### config.mk
export PLATFORM = sky130hd
export DESIGN_NAME = axil_master_bridge
export DESIGN_NICKNAME = d
export VERILOG_FILES = /design/src/rtl/axil_pkg.sv /design/src/rtl/axil_master_bridge.sv
export SDC_FILE = /design/constraint.sdc
export NUM_CORES = 1
export LEC_CHECK = 0
export ABC_CLOCK_PERIOD_IN_PS = 2530
export CAP_MARGIN = 40
export CORE_UTILIZATION = 37
export CTS_CLUSTER_SIZE = 10
export DETAILED_ROUTE_END_ITERATION = 6
export PLACE_DENSITY = 0.73
export SETUP_SLACK_MARGIN = 0.2
export SLEW_MARGIN = 10
export SYNTH_ARGS = -nofsm -noshare
export SYNTH_HDL_FRONTEND = slang
export SYNTH_SLANG_ARGS = --single-unit
### constraint.sdc
create_clock -name aclk -period 2.53 [get_ports aclk]
set_clock_uncertainty 0.2 [all_clocks]
set_input_delay 0.253 -clock aclk [delete_from_list [all_inputs] [get_ports aclk]]
set_output_delay 0.253 -clock aclk [all_outputs]
set_load 0.01 [all_outputs]
### src/rtl/axil_pkg.sv
// Shared types and constants for the AXI4-Lite initiator bridge.
package axil_pkg;

    typedef enum logic [1:0] {
        OKAY   = 2'b00,
        EXOKAY = 2'b01,
        SLVERR = 2'b10,
        DECERR = 2'b11
    } axil_resp_t;

    typedef enum logic [2:0] {
        ST_IDLE  = 3'd0,
        ST_WR    = 3'd1,
        ST_WB    = 3'd2,
        ST_RA    = 3'd3,
        ST_RR    = 3'd4,
        ST_RSP   = 3'd5,
        ST_DRAIN = 3'd6
    } state_t;

    localparam logic [2:0] AXIL_PROT_DEFAULT = 3'b000;

    // EXOKAY counts as success; only SLVERR/DECERR flag an error.
    function automatic logic resp_is_err(input logic [1:0] resp);
        return (resp == SLVERR) || (resp == DECERR);
    endfunction

endpackage

### src/rtl/axil_master_bridge.sv
// Single-outstanding AXI4-Lite initiator: valid/ready request port in,
// AXI4-Lite transaction out, read data / error returned on a response port.
module axil_master_bridge
    import axil_pkg::*;
#(
    parameter int unsigned ADDR_WIDTH     = 32,
    parameter int unsigned DATA_WIDTH     = 32,
    parameter int unsigned STRB_WIDTH     = DATA_WIDTH / 8,
    parameter int unsigned TIMEOUT_CYCLES = 1024
) (
    input  logic                  aclk,
    input  logic                  aresetn,
    input  logic                  req_valid,
    output logic                  req_ready,
    input  logic                  req_write,
    input  logic [ADDR_WIDTH-1:0] req_addr,
    input  logic [DATA_WIDTH-1:0] req_wdata,
    input  logic [STRB_WIDTH-1:0] req_wstrb,
    output logic                  rsp_valid,
    input  logic                  rsp_ready,
    output logic [DATA_WIDTH-1:0] rsp_rdata,
    output logic                  rsp_err,
    output logic [ADDR_WIDTH-1:0] m_axil_awaddr,
    output logic [2:0]            m_axil_awprot,
    output logic                  m_axil_awvalid,
    input  logic                  m_axil_awready,
    output logic [DATA_WIDTH-1:0] m_axil_wdata,
    output logic [STRB_WIDTH-1:0] m_axil_wstrb,
    output logic                  m_axil_wvalid,
    input  logic                  m_axil_wready,
    input  logic [1:0]            m_axil_bresp,
    input  logic                  m_axil_bvalid,
    output logic                  m_axil_bready,
    output logic [ADDR_WIDTH-1:0] m_axil_araddr,
    output logic [2:0]            m_axil_arprot,
    output logic                  m_axil_arvalid,
    input  logic                  m_axil_arready,
    input  logic [DATA_WIDTH-1:0] m_axil_rdata,
    input  logic [1:0]            m_axil_rresp,
    input  logic                  m_axil_rvalid,
    output logic                  m_axil_rready
);

    localparam int unsigned TMO_W = (TIMEOUT_CYCLES > 0) ? $clog2(TIMEOUT_CYCLES + 1) : 1;
    localparam logic [TMO_W-1:0] TMO_MAX = TMO_W'(TIMEOUT_CYCLES);

    state_t                state_q, state_d;
    logic                  req_ready_q, req_ready_d;
    logic                  awvalid_q, awvalid_d;
    logic                  wvalid_q, wvalid_d;
    logic                  bready_q, bready_d;
    logic                  arvalid_q, arvalid_d;
    logic                  rready_q, rready_d;
    logic                  rsp_valid_q, rsp_valid_d;
    logic                  rsp_err_q, rsp_err_d;
    logic [DATA_WIDTH-1:0] rsp_rdata_q, rsp_rdata_d;
    logic                  wr_q, wr_d;
    logic                  axi_done_q, axi_done_d;
    logic [ADDR_WIDTH-1:0] addr_q, addr_d;
    logic [DATA_WIDTH-1:0] wdata_q, wdata_d;
    logic [STRB_WIDTH-1:0] wstrb_q, wstrb_d;
    logic [TMO_W-1:0]      tmo_cnt_q, tmo_cnt_d;

    logic accept_s, b_hs_s, r_hs_s, ar_hs_s;
    logic aw_left_s, w_left_s, ar_left_s;
    logic axi_fin_s, rsp_gone_s, active_s, tmo_hit_s;
    logic [TMO_W-1:0] tmo_cnt_inc_s;

    assign accept_s   = req_valid & req_ready_q;
    assign b_hs_s     = bready_q & m_axil_bvalid;
    assign r_hs_s     = rready_q & m_axil_rvalid;
    assign ar_hs_s    = arvalid_q & m_axil_arready;
    assign aw_left_s  = awvalid_q & ~m_axil_awready;
    assign w_left_s   = wvalid_q & ~m_axil_wready;
    assign ar_left_s  = arvalid_q & ~m_axil_arready;
    // The AXI side is finished once its B or R beat has been taken (now or earlier).
    assign axi_fin_s  = axi_done_q | b_hs_s | r_hs_s;
    assign rsp_gone_s = ~rsp_valid_q | rsp_ready;
    assign active_s   = (state_q == ST_WR) || (state_q == ST_WB) ||
                        (state_q == ST_RA) || (state_q == ST_RR);
    assign tmo_cnt_inc_s = (tmo_cnt_q == TMO_MAX) ? tmo_cnt_q : tmo_cnt_q + TMO_W'(1);
    assign tmo_hit_s  = active_s && (TIMEOUT_CYCLES != 32'd0) && (tmo_cnt_inc_s == TMO_MAX);

    // State register and all registered outputs.
    always_ff @(posedge aclk) begin
        if (!aresetn) begin
            state_q     <= ST_IDLE;
            req_ready_q <= 1'b1;
            awvalid_q   <= 1'b0;
            wvalid_q    <= 1'b0;
            bready_q    <= 1'b0;
            arvalid_q   <= 1'b0;
            rready_q    <= 1'b0;
            rsp_valid_q <= 1'b0;
            rsp_err_q   <= 1'b0;
            rsp_rdata_q <= '0;
            wr_q        <= 1'b0;
            axi_done_q  <= 1'b0;
            addr_q      <= '0;
            wdata_q     <= '0;
            wstrb_q     <= '0;
            tmo_cnt_q   <= '0;
        end else begin
            state_q     <= state_d;
            req_ready_q <= req_ready_d;
            awvalid_q   <= awvalid_d;
            wvalid_q    <= wvalid_d;
            bready_q    <= bready_d;
            arvalid_q   <= arvalid_d;
            rready_q    <= rready_d;
            rsp_valid_q <= rsp_valid_d;
            rsp_err_q   <= rsp_err_d;
            rsp_rdata_q <= rsp_rdata_d;
            wr_q        <= wr_d;
            axi_done_q  <= axi_done_d;
            addr_q      <= addr_d;
            wdata_q     <= wdata_d;
            wstrb_q     <= wstrb_d;
            tmo_cnt_q   <= tmo_cnt_d;
        end
    end

    // Next-state decode; a completing B/R beat wins over a same-cycle timeout.
    always_comb begin
        state_d = state_q;
        case (state_q)
            ST_IDLE: begin
                if (accept_s) state_d = req_write ? ST_WR : ST_RA;
                else          state_d = ST_IDLE;
            end
            ST_WR: begin
                if (tmo_hit_s)                    state_d = ST_DRAIN;
                else if (!aw_left_s && !w_left_s) state_d = ST_WB;
                else                              state_d = ST_WR;
            end
            ST_WB: begin
                if (b_hs_s)         state_d = ST_RSP;
                else if (tmo_hit_s) state_d = ST_DRAIN;
                else                state_d = ST_WB;
            end
            ST_RA: begin
                if (tmo_hit_s)    state_d = ST_DRAIN;
                else if (ar_hs_s) state_d = ST_RR;
                else              state_d = ST_RA;
            end
            ST_RR: begin
                if (r_hs_s)         state_d = ST_RSP;
                else if (tmo_hit_s) state_d = ST_DRAIN;
                else                state_d = ST_RR;
            end
            ST_RSP: begin
                if (rsp_valid_q && rsp_ready) state_d = ST_IDLE;
                else                          state_d = ST_RSP;
            end
            ST_DRAIN: begin
                if (axi_fin_s && rsp_gone_s) state_d = ST_IDLE;
                else                         state_d = ST_DRAIN;
            end
            default: state_d = ST_IDLE;
        endcase
    end

    // Output / datapath next values for the channel flags, response and timeout counter.
    always_comb begin
        req_ready_d = (state_d == ST_IDLE);
        awvalid_d   = awvalid_q;
        wvalid_d    = wvalid_q;
        bready_d    = bready_q;
        arvalid_d   = arvalid_q;
        rready_d    = rready_q;
        rsp_valid_d = rsp_valid_q;
        rsp_err_d   = rsp_err_q;
        rsp_rdata_d = rsp_rdata_q;
        wr_d        = wr_q;
        axi_done_d  = axi_done_q;
        addr_d      = addr_q;
        wdata_d     = wdata_q;
        wstrb_d     = wstrb_q;
        tmo_cnt_d   = tmo_cnt_q;
        case (state_q)
            ST_IDLE: begin
                if (accept_s) begin
                    addr_d     = req_addr;
                    wdata_d    = req_wdata;
                    wstrb_d    = req_wstrb;
                    wr_d       = req_write;
                    awvalid_d  = req_write;
                    wvalid_d   = req_write;
                    arvalid_d  = ~req_write;
                    axi_done_d = 1'b0;
                    tmo_cnt_d  = '0;
                end else begin
                    tmo_cnt_d  = tmo_cnt_q;
                end
            end
            ST_WR, ST_WB, ST_RA, ST_RR, ST_DRAIN: begin
                // Same channel rules apply while draining: valids only drop on handshake.
                awvalid_d  = aw_left_s;
                wvalid_d   = w_left_s;
                arvalid_d  = ar_left_s;
                axi_done_d = axi_fin_s;
                bready_d   = wr_q & ~axi_fin_s & ~aw_left_s & ~w_left_s;
                rready_d   = ~wr_q & ~axi_fin_s & ~ar_left_s;
                tmo_cnt_d  = active_s ? tmo_cnt_inc_s : tmo_cnt_q;
                if (state_q == ST_DRAIN) begin
                    if (rsp_valid_q && rsp_ready) rsp_valid_d = 1'b0;
                    else                          rsp_valid_d = rsp_valid_q;
                end else if (b_hs_s) begin
                    rsp_valid_d = 1'b1;
                    rsp_err_d   = resp_is_err(m_axil_bresp);
                    rsp_rdata_d = '0;
                end else if (r_hs_s) begin
                    rsp_valid_d = 1'b1;
                    rsp_err_d   = resp_is_err(m_axil_rresp);
                    rsp_rdata_d = m_axil_rdata;
                end else if (tmo_hit_s) begin
                    rsp_valid_d = 1'b1;
                    rsp_err_d   = 1'b1;
                    rsp_rdata_d = '0;
                end else begin
                    rsp_valid_d = rsp_valid_q;
                end
            end
            ST_RSP: begin
                if (rsp_valid_q && rsp_ready) rsp_valid_d = 1'b0;
                else                          rsp_valid_d = rsp_valid_q;
            end
            default: begin
                awvalid_d   = 1'b0;
                wvalid_d    = 1'b0;
                bready_d    = 1'b0;
                arvalid_d   = 1'b0;
                rready_d    = 1'b0;
                rsp_valid_d = 1'b0;
            end
        endcase
    end

    assign req_ready      = req_ready_q;
    assign rsp_valid      = rsp_valid_q;
    assign rsp_err        = rsp_err_q;
    assign rsp_rdata      = rsp_rdata_q;
    assign m_axil_awaddr  = addr_q;
    assign m_axil_awprot  = AXIL_PROT_DEFAULT;
    assign m_axil_awvalid = awvalid_q;
    assign m_axil_wdata   = wdata_q;
    assign m_axil_wstrb   = wstrb_q;
    assign m_axil_wvalid  = wvalid_q;
    assign m_axil_bready  = bready_q;
    assign m_axil_araddr  = addr_q;
    assign m_axil_arprot  = AXIL_PROT_DEFAULT;
    assign m_axil_arvalid = arvalid_q;
    assign m_axil_rready  = rready_q;

endmodule

==> results of run 1 <==
## per-stage QoR
stage          instance area [um^2]  instances  hold slack [ps]  TNS [ps]
2_1_floorplan                  5503        698            189.0         0
3_3_place_gp                   8025       1075            240.9         0
3_5_place_dp                   8025       1075            245.3         0
4_1_cts                        8862       1116            165.0         0
5_1_grt                        8907       1117            178.5   -0.1594
6_report                       8907       1117            185.5         0
## sequential cells by signal (all words and copies together) (netlist names), 3 cells and up
register       count
m_axil_araddr     32
state_q            3
m_axil_wstrb       4
rsp_rdata         32
m_axil_wdata      32
tmo_cnt_q         11
## area by class of cell
type | instances | area [um^2]
flip-flops and latches | 124 | 2494
multi-input cells | 483 | 2576
clock buffers | 22 | 484.2
well taps | 184 | 230.2
repair buffers | 286 | 2932
fillers | 1302 | 5572
clock inverters | 10 | 161.4
inverters | 8 | 30.03
## worst max-delay path, delay by kind of cell, from the launching register on
kind | cells | cell delay [ps]
AOI/OAI and AO/OA | 1 | 190
adders and majority gates | 1 | 140
buffers and inverters | 3 | 340
DFF | 1 | 370
muxes | 2 | 460
and+or+nand+nor | 4 | 670
## placed cells by master, fill, tap and decap left out, drive strengths merged, types with 4 or more instances in the layout
cell	count
a21oi	86
a22oi	7
and3	6
buf	34
bufinv	4
clkbuf	23
clkdlybuf4s50	251
conb	6
dfxtp	124
inv	8
mux2i	34
nand2	224
nand3	9
nand4	5
nor2	34
nor2b	4
nor3	6
o21ai	11
xnor2	4
## metal layers
metal,wire length (um),share of wire (%),vias up,global-route usage (%)
li1,-,-,2737,-
met1,6713,42,2477,24.34
met2,7560,47,206,34.32
met3,1415,8.8,27,7.601
met4,322,2.0,2,8.208
met5,13,0.081,-,0
## where the power goes
group	total, mW	internal (mW)	leakage, nW	switching [mW]
clock	2.62	1.75	0.308	0.866
combinational	1.68	0.874	2.13	0.806
sequential	2.27	2.13	1.01	0.138
## timing repair
item | in CTS | in global routing
resized for setup | 17 | 4
endpoints found under the setup margin | 34 | 37
pin swaps | 7 | 5
cloned | 3 | 1
setup buffers | 6 | 0
## cell families (layout without fill, tap and decap cells)
group	after synthesis	after routing	synth area share, %
AND/OR/NAND/NOR	303	303	23.31
AO/OA/AOI/OAI	133	133	14.32
flip-flops	124	124	45.39
buffers and inverters	91	326	9.426
multiplexers	34	34	6.223
XOR/XNOR	5	5	0.8007
adder cells (fa/ha/maj)	2	2	0.4575
other	1	6	0.06857
## worst max path at each step
stage	from	end	slack (ps)	cells after the start
2_1_floorplan	tmo_cnt_q[0]$_SDFFE_PN0P_	rsp_rdata[10]$_SDFFE_PN0P_	220	10
3_3_place_gp	tmo_cnt_q[0]$_SDFFE_PN0P_	rsp_err$_SDFFE_PN0P_	70	10
3_5_place_dp	tmo_cnt_q[0]$_SDFFE_PN0P_	rsp_err$_SDFFE_PN0P_	60	10
4_1_cts	tmo_cnt_q[0]$_SDFFE_PN0P_	rsp_rdata[3]$_SDFFE_PN0P_	150	11
5_1_grt	tmo_cnt_q[0]$_SDFFE_PN0P_	rsp_rdata[3]$_SDFFE_PN0P_	-0.2	11
6_report	tmo_cnt_q[0]$_SDFFE_PN0P_	rsp_rdata[3]$_SDFFE_PN0P_	80	11
==> results.txt, run 1 <==
----------------------------------------------------
[Status]
  Run status ... finished, final reports clean

[Worst setup path]
  Number of cells on the worst reg-to-reg path ... 11
  Crit path DAT ... 2580 ps
  Critical Setup Path Class ... flop to flop
  Stage delay of the slowest cell on the critical path ... 370 ps
  Critical path cell sequence ... inv_2, ha_1, nor4b_4, and3_4, mux2i_4, nor4_4, and2_4, o21ai_4, buf_12, buf_12, mux2i_1
  Endpoint of the worst register-to-register path ... rsp_rdata[3]$_SDFFE_PN0P_
  Worst EP required ... roughly 2700 ps
  Endpoint type of the worst setup path ... flop
  Setup slack on the worst flop-to-flop path ... 80 ps
  Most Frequent Cell on Critical Path ... buf_12
  Cell with the largest stage delay on the worst path ... dfxtp_4
  Launching element type of the critical path ... flop
  Top fanout value on the critical path ... 6
  Source of the worst register-to-register timing path ... tmo_cnt_q[0]$_SDFFE_PN0P_

[Synthesis]
  Share of async-settable or async-resettable flops after synthesis ... 0%
  Yosys warning total ... 0
  Area contributors post-synth ... dfxtp_1 (45%), nand2_1 (15%), a21oi_1 (7.9%)
  Count of different cell masters after synthesis ... between 50 and 60
  Sequential fraction of the synthesis area ... 45.39%
  Most instantiated library cell after synthesis ... nand2_1
  Most used flip-flop cell after synthesis ... dfxtp_1
  FF+latch count, synth ... 124
  Cells after Synth ... roughly 700
  Area of the mapped netlist ... 0.005469 mm^2
  Area leader, netlist ... dfxtp_1
  Average cell area after synthesis ... 7.892 um^2
  Number of enable flip-flop cells after synthesis ... 0
  Most frequent cells after synthesis ... nand2_1 (224), dfxtp_1 (124), a21oi_1 (86), buf_4 (39), clkbuf_1 (36)
  Top-area cell type share of the netlist area ... 45.39%

[Clocking]
  Clock-pin slew on the worst setup and hold paths ... 60 ps
  Cell chosen for the clock root ... clkbuf_16
  Bufs on Longest Clock Path ... 2
  Worst-Skew Late Latency ... slightly above 400 ps
  H-tree depth ... 4
  Total clock buffers created by CTS ... 17
  # hold bufs at CTS ... 0
  Number of clock sinks ... 124
  TritonCTS clock tree ... yes

[Route]
  Average routed wire per standard cell ... 14.35 um
  Via total after detailed routing ... 5449
  Post-route DRC ... 0
  Final WL ... 16030 um
  Count of TritonRoute iterations in the first routing pass ... 6
  Initial detailed-routing violation count ... 305
  Via-to-Cell Ratio ... 4.878
  Number of antenna-violating nets in the routed design ... 0

[Placement]
  Placement Setup Slack ... around 60 ps
  Gp weighted congestion ... 0.9213
  Number of buffers added on ports ... ~250
  Final HPWL DP ... 11010 um

[Floorplanning]
  Initial cell density of the core ... a little under two fifths
  Chip Height ... 123.6 um
  Placeable core region ... 0.01448 mm^2
  Die Footprint ... 0.01527 mm^2
  Std-Cell Rows ... 44
  Horizontal die dimension ... between 100 and 150 um
  Top-Level Pins ... 260

[STA]
  Period Utilization, post-route ... 96.87%
  RSZ-0062 raised after global routing ... yes
  Max Fclk ... between 400 and 500 MHz
  Number of failing hold endpoints at the final stage ... 0
  Worst setup slack after layout ... between 70 and 80 ps
  Total setup violations reported at the end of the flow ... 0
  Pins Over Slew Limit ... 0
  Final Critical Period ... 2451 ps

[Power and ir drop]
  Total power of the final layout ... 6.565 mW
  Leakage component of the power ... 3.453 nW
  VDD IR-drop max ... around 440 uV
  P per Cell Area ... 737.1 mW/mm^2

[Global route]
  Largest net degree at the start of global routing ... 87
  Antenna violations before repair ... 1
  Number of global-route vias before repair ... 4840
  Sum of overflow across all layers after global routing ... 0
  Global-route usage over all layers ... about 21%
  Wire length of the first global-routing pass ... between 20000 and 25000 um

[Layout]
  Final-stage net count ... 1036
  Layout cell share with drive strength beyond 1 ... 9.861%
  Antenna diode count ... 0
  Area growth from synthesis to layout ... 62.87%
  Final Core Density ... 61.52%

[Run]
  Maximum Capacitance Violations ... 0

[Worst hold path]
  Class of the tightest hold or removal check ... input port to flop
  Hold path depth ... 3
  Hold Path Sink ... rsp_rdata[9]$_SDFFE_PN0P_
  Beginning of the worst hold path ... m_axil_rdata[9]

----------------------------------------------------
(Power assumes the default switching activity.)
==> inputs of run 2 (changes only) <==
Settings changed: ABC_CLOCK_PERIOD_IN_PS 2530 to 2900, CORE_UTILIZATION 37 to 44, PLACE_DENSITY 0.73 to 0.81.
Clock period 2.53 ns to 2.9 ns, I/O delays scaled along.
==> run 2 against run 1 <==
Effect of this change:
- combinational power decreased by 20%
- cell count decreased by 3.3%
- worst hold slack improved by 40 ps
- highest routed layer is now met4
- core utilization increased by 8.6 points
- clock power decreased by 23%
- critical path type unchanged
- largest power group unchanged
==> results.txt, run 2 (synthesis results as in run 1) <==
----------------------------------------------------
[Status]
  Run status ... finished, final reports clean

[Route]
  WL met1 ... 6462 um (-3.7%)
  Post-route DRC ... 0 (unchanged)
  Number of antenna-violating nets in the routed design ... 0 (unchanged)
  Routed length on met3 ... 1313 um (-7.2%)
  Count of TritonRoute iterations in the first routing pass ... 4 (-2)
  Routed length on met2 ... 7758 um (+2.6%)
  Average routed wire per standard cell ... 14.88 um (+3.7%)
  Via total after detailed routing ... 5383 (-1.2%)
  Initial detailed-routing violation count ... 538 (+76%)
  Via-to-Cell Ratio ... 4.984 (+2.2%)
  Final WL ... 16070 um (+0.29%)
  Highest metal layer with signal wires ... met4

[Floorplanning]
  Top-Level Pins ... 260 (unchanged)
  Horizontal die dimension ... 113.5 um (-8.2%)
  Chip Height ... 113.5 um (-8.2%)
  Die Footprint ... 0.01288 mm^2 (-16%)
  Initial cell density of the core ... 45.34% (+7.6 points)
  Placeable core region ... 0.01206 mm^2 (-17%)
  Std-Cell Rows ... 40 (-9.1%)

[Power and ir drop]
  Internal cell power ... 3.804 mW (-20%)
  Combinational power share ... 25.2% (-0.4 points)
  Switching power ... 1.540 mW (-15%)
  Total power of the final layout ... 5.344 mW (-19%)
  Leakage component of the power ... 3.235 nW (-6.3%)
  P per Cell Area ... 632.1 mW/mm^2 (-14%)
  Switching portion of total power ... 28.81% (+1.2 points)
  Sequential cell fraction of total power ... 37.2% (+2.6 points)
  VDD IR-drop max ... 425.6 uV (-2.4%)
  Clk pwr share ... 37.6% (-2.2 points)

[Placement]
  Final HPWL DP ... 11360 um (+3.2%)
  Gp weighted congestion ... 0.8806 (-4.4%)
  Placement Setup Slack ... 174.6 ps (+114.7 ps)
  Number of placed instances, taps included ... 1046 (-2.7%)
  Number of buffers added on ports ... 251 (unchanged)

[STA]
  Period Utilization, post-route ... 86.70% (-10 points)
  RSZ-0062 raised after global routing ... no
  Setup TNS ... 0 ps (unchanged)
  Pins Over Slew Limit ... 0 (unchanged)
  Max transition margin ... 56.76%
  Number of failing hold endpoints at the final stage ... 0 (unchanged)
  Total setup violations reported at the end of the flow ... 0 (unchanged)
  Final Critical Period ... 2514 ps (+63.61 ps)
  Worst Tran Pin Value ... 647.7 ps
  Max Fclk ... 397.7 MHz (-2.5%)
  Worst hold slack ... 225.0 ps (+39.51 ps)
  Worst setup slack after layout ... 385.6 ps (+306.4 ps)

[Worst setup path]
  Source of the worst register-to-register timing path ... tmo_cnt_q[0]$_SDFFE_PN0P_
  Most Frequent Cell on Critical Path ... mux2i_1
  Number of cells on the worst reg-to-reg path ... 10 (-1)
  Endpoint type of the worst setup path ... flop
  Cell with the largest stage delay on the worst path ... dfxtp_2
  Stage delay of the slowest cell on the critical path ... 380 ps (about the same)
  Setup slack on the worst flop-to-flop path ... 390 ps (+310 ps)
  Top fanout value on the critical path ... 20 (+14)
  Critical Setup Path Class ... flop to flop
  Launching element type of the critical path ... flop
  Worst EP required ... 3030 ps (+370 ps)
  Endpoint of the worst register-to-register path ... rsp_rdata[27]$_SDFFE_PN0P_
  Crit path DAT ... 2640 ps (+60 ps)
  Critical path cell sequence ... inv_1, ha_1, nor4b_2, and3_2, mux2i_1, nor4_4, and2_4, o21ai_4, buf_12, mux2i_1

[Worst hold path]
  Class of the tightest hold or removal check ... input port to flop
  Hold path depth ... 3 (unchanged)
  Hold Path Sink ... rsp_rdata[2]$_SDFFE_PN0P_
  Beginning of the worst hold path ... m_axil_rdata[2]

[Clocking]
  H-tree depth ... 4 (unchanged)
  TritonCTS clock tree ... yes
  Cell chosen for the clock root ... clkbuf_16
  Total clock buffers created by CTS ... 17 (unchanged)
  Worst-Skew Late Latency ... 410 ps (about the same)
  # hold bufs at CTS ... 0 (unchanged)
  Number of clock sinks ... 124 (unchanged)
  Clock-pin slew on the worst setup and hold paths ... 60 ps (about the same)
  Bufs on Longest Clock Path ... 2 (unchanged)

[Global route]
  Number of global-route vias before repair ... 5089 (+5.1%)
  Global-route usage over all layers ... 25.41% (+4.7 points)
  Largest net degree at the start of global routing ... 87 (unchanged)
  Wire length of the first global-routing pass ... 25400 um (+4.3%)
  Sum of overflow across all layers after global routing ... 0 (unchanged)
  Antenna violations before repair ... 1 (unchanged)

[Layout]
  Count of placed standard cells in the final layout, fillers left out ... 1080 (-3.3%)
  Final-stage net count ... 1014 (-2.1%)
  Layout cell share with drive strength beyond 1 ... 6.037% (-3.8 points)
  Commonest cells after routing, fill and taps aside ... clkdlybuf4s50_1 (251), nand2_1 (224), dfxtp_1 (123)
  Area growth from synthesis to layout ... 54.59%
  Commonest non-fill, non-tap cell in the layout ... clkdlybuf4s50_1

[Run]
  Maximum Capacitance Violations ... 0 (unchanged)

----------------------------------------------------
==> run 2: cell types whose count changed in the layout (fill, tap and decap cells not counted), sizes merged <==
cell / delta
diode: +1
clkinvlp: +1
clkinv: +1
buf: -21
bufinv: -3
==> run 2: worst max-delay path, delay by kind of cell (launching register included) <==
family / cells / cell delay [ps]
buffers and inverters: 2 / 280
flip-flops: 1 / 380
multiplexers: 2 / 470
AND/OR/NAND/NOR: 4 / 690
adder cells (fa/ha/maj): 1 / 200
AO/OA/AOI/OAI: 1 / 210
==> run 2: layer usage <==
metal	global-route usage, %	up-vias
met5	0	-
met3	9.617	35
met1	29.18	2437
li1	-	2685
met2	41.30	226
met4	12.98	0
==> run 2: area by class of cell <==
type | instances | area, um^2
sequential | 124 | 2484
clock inverter | 9 | 87.58
antenna | 1 | 2.502
inverter | 8 | 30.03
clock buffer | 23 | 488.0
timing repair buffer | 264 | 2648
multi-input combinational | 483 | 2505
fill | 994 | 3607
tap | 168 | 210.2
==> run 2: stage by stage <==
step                util, %  instance area (um^2)
floorplan                 -                  5488
global placement      65.23                  7868
detailed placement    65.23                  7868
CTS                   70.06                  8451
global route          70.09                  8454
finish                70.09                  8454
==> run 2: how the worst max path moves through the flow <==
stage | endpoint | slack (ps) | from
4_1_cts | rsp_rdata[27]$_SDFFE_PN0P_ | 290 | tmo_cnt_q[0]$_SDFFE_PN0P_
2_1_floorplan | rsp_rdata[10]$_SDFFE_PN0P_ | 490 | tmo_cnt_q[0]$_SDFFE_PN0P_
3_3_place_gp | rsp_rdata[20]$_SDFFE_PN0P_ | 240 | tmo_cnt_q[0]$_SDFFE_PN0P_
5_1_grt | rsp_rdata[27]$_SDFFE_PN0P_ | 210 | tmo_cnt_q[0]$_SDFFE_PN0P_
6_report | rsp_rdata[27]$_SDFFE_PN0P_ | 390 | tmo_cnt_q[0]$_SDFFE_PN0P_
3_5_place_dp | rsp_rdata[7]$_SDFFE_PN0P_ | 170 | tmo_cnt_q[0]$_SDFFE_PN0P_
==> run 2: power groups by stage <==
stage	combinational, mW	clock [mW]	sequential (mW)
after CTS	1.36	2.06	1.99
after detailed placement	1.35	0	2.02
final	1.35	2.01	1.99
after global placement	1.33	0	2.01
after floorplan	0.687	0	2.04
after global routing	1.47	2.14	2.01
==> run 2: repair_timing <==
item,in CTS,in global routing
gates resized for setup,0,1
pin swaps,1,0
buffers inserted,1,0
setup endpoints to repair,26,31
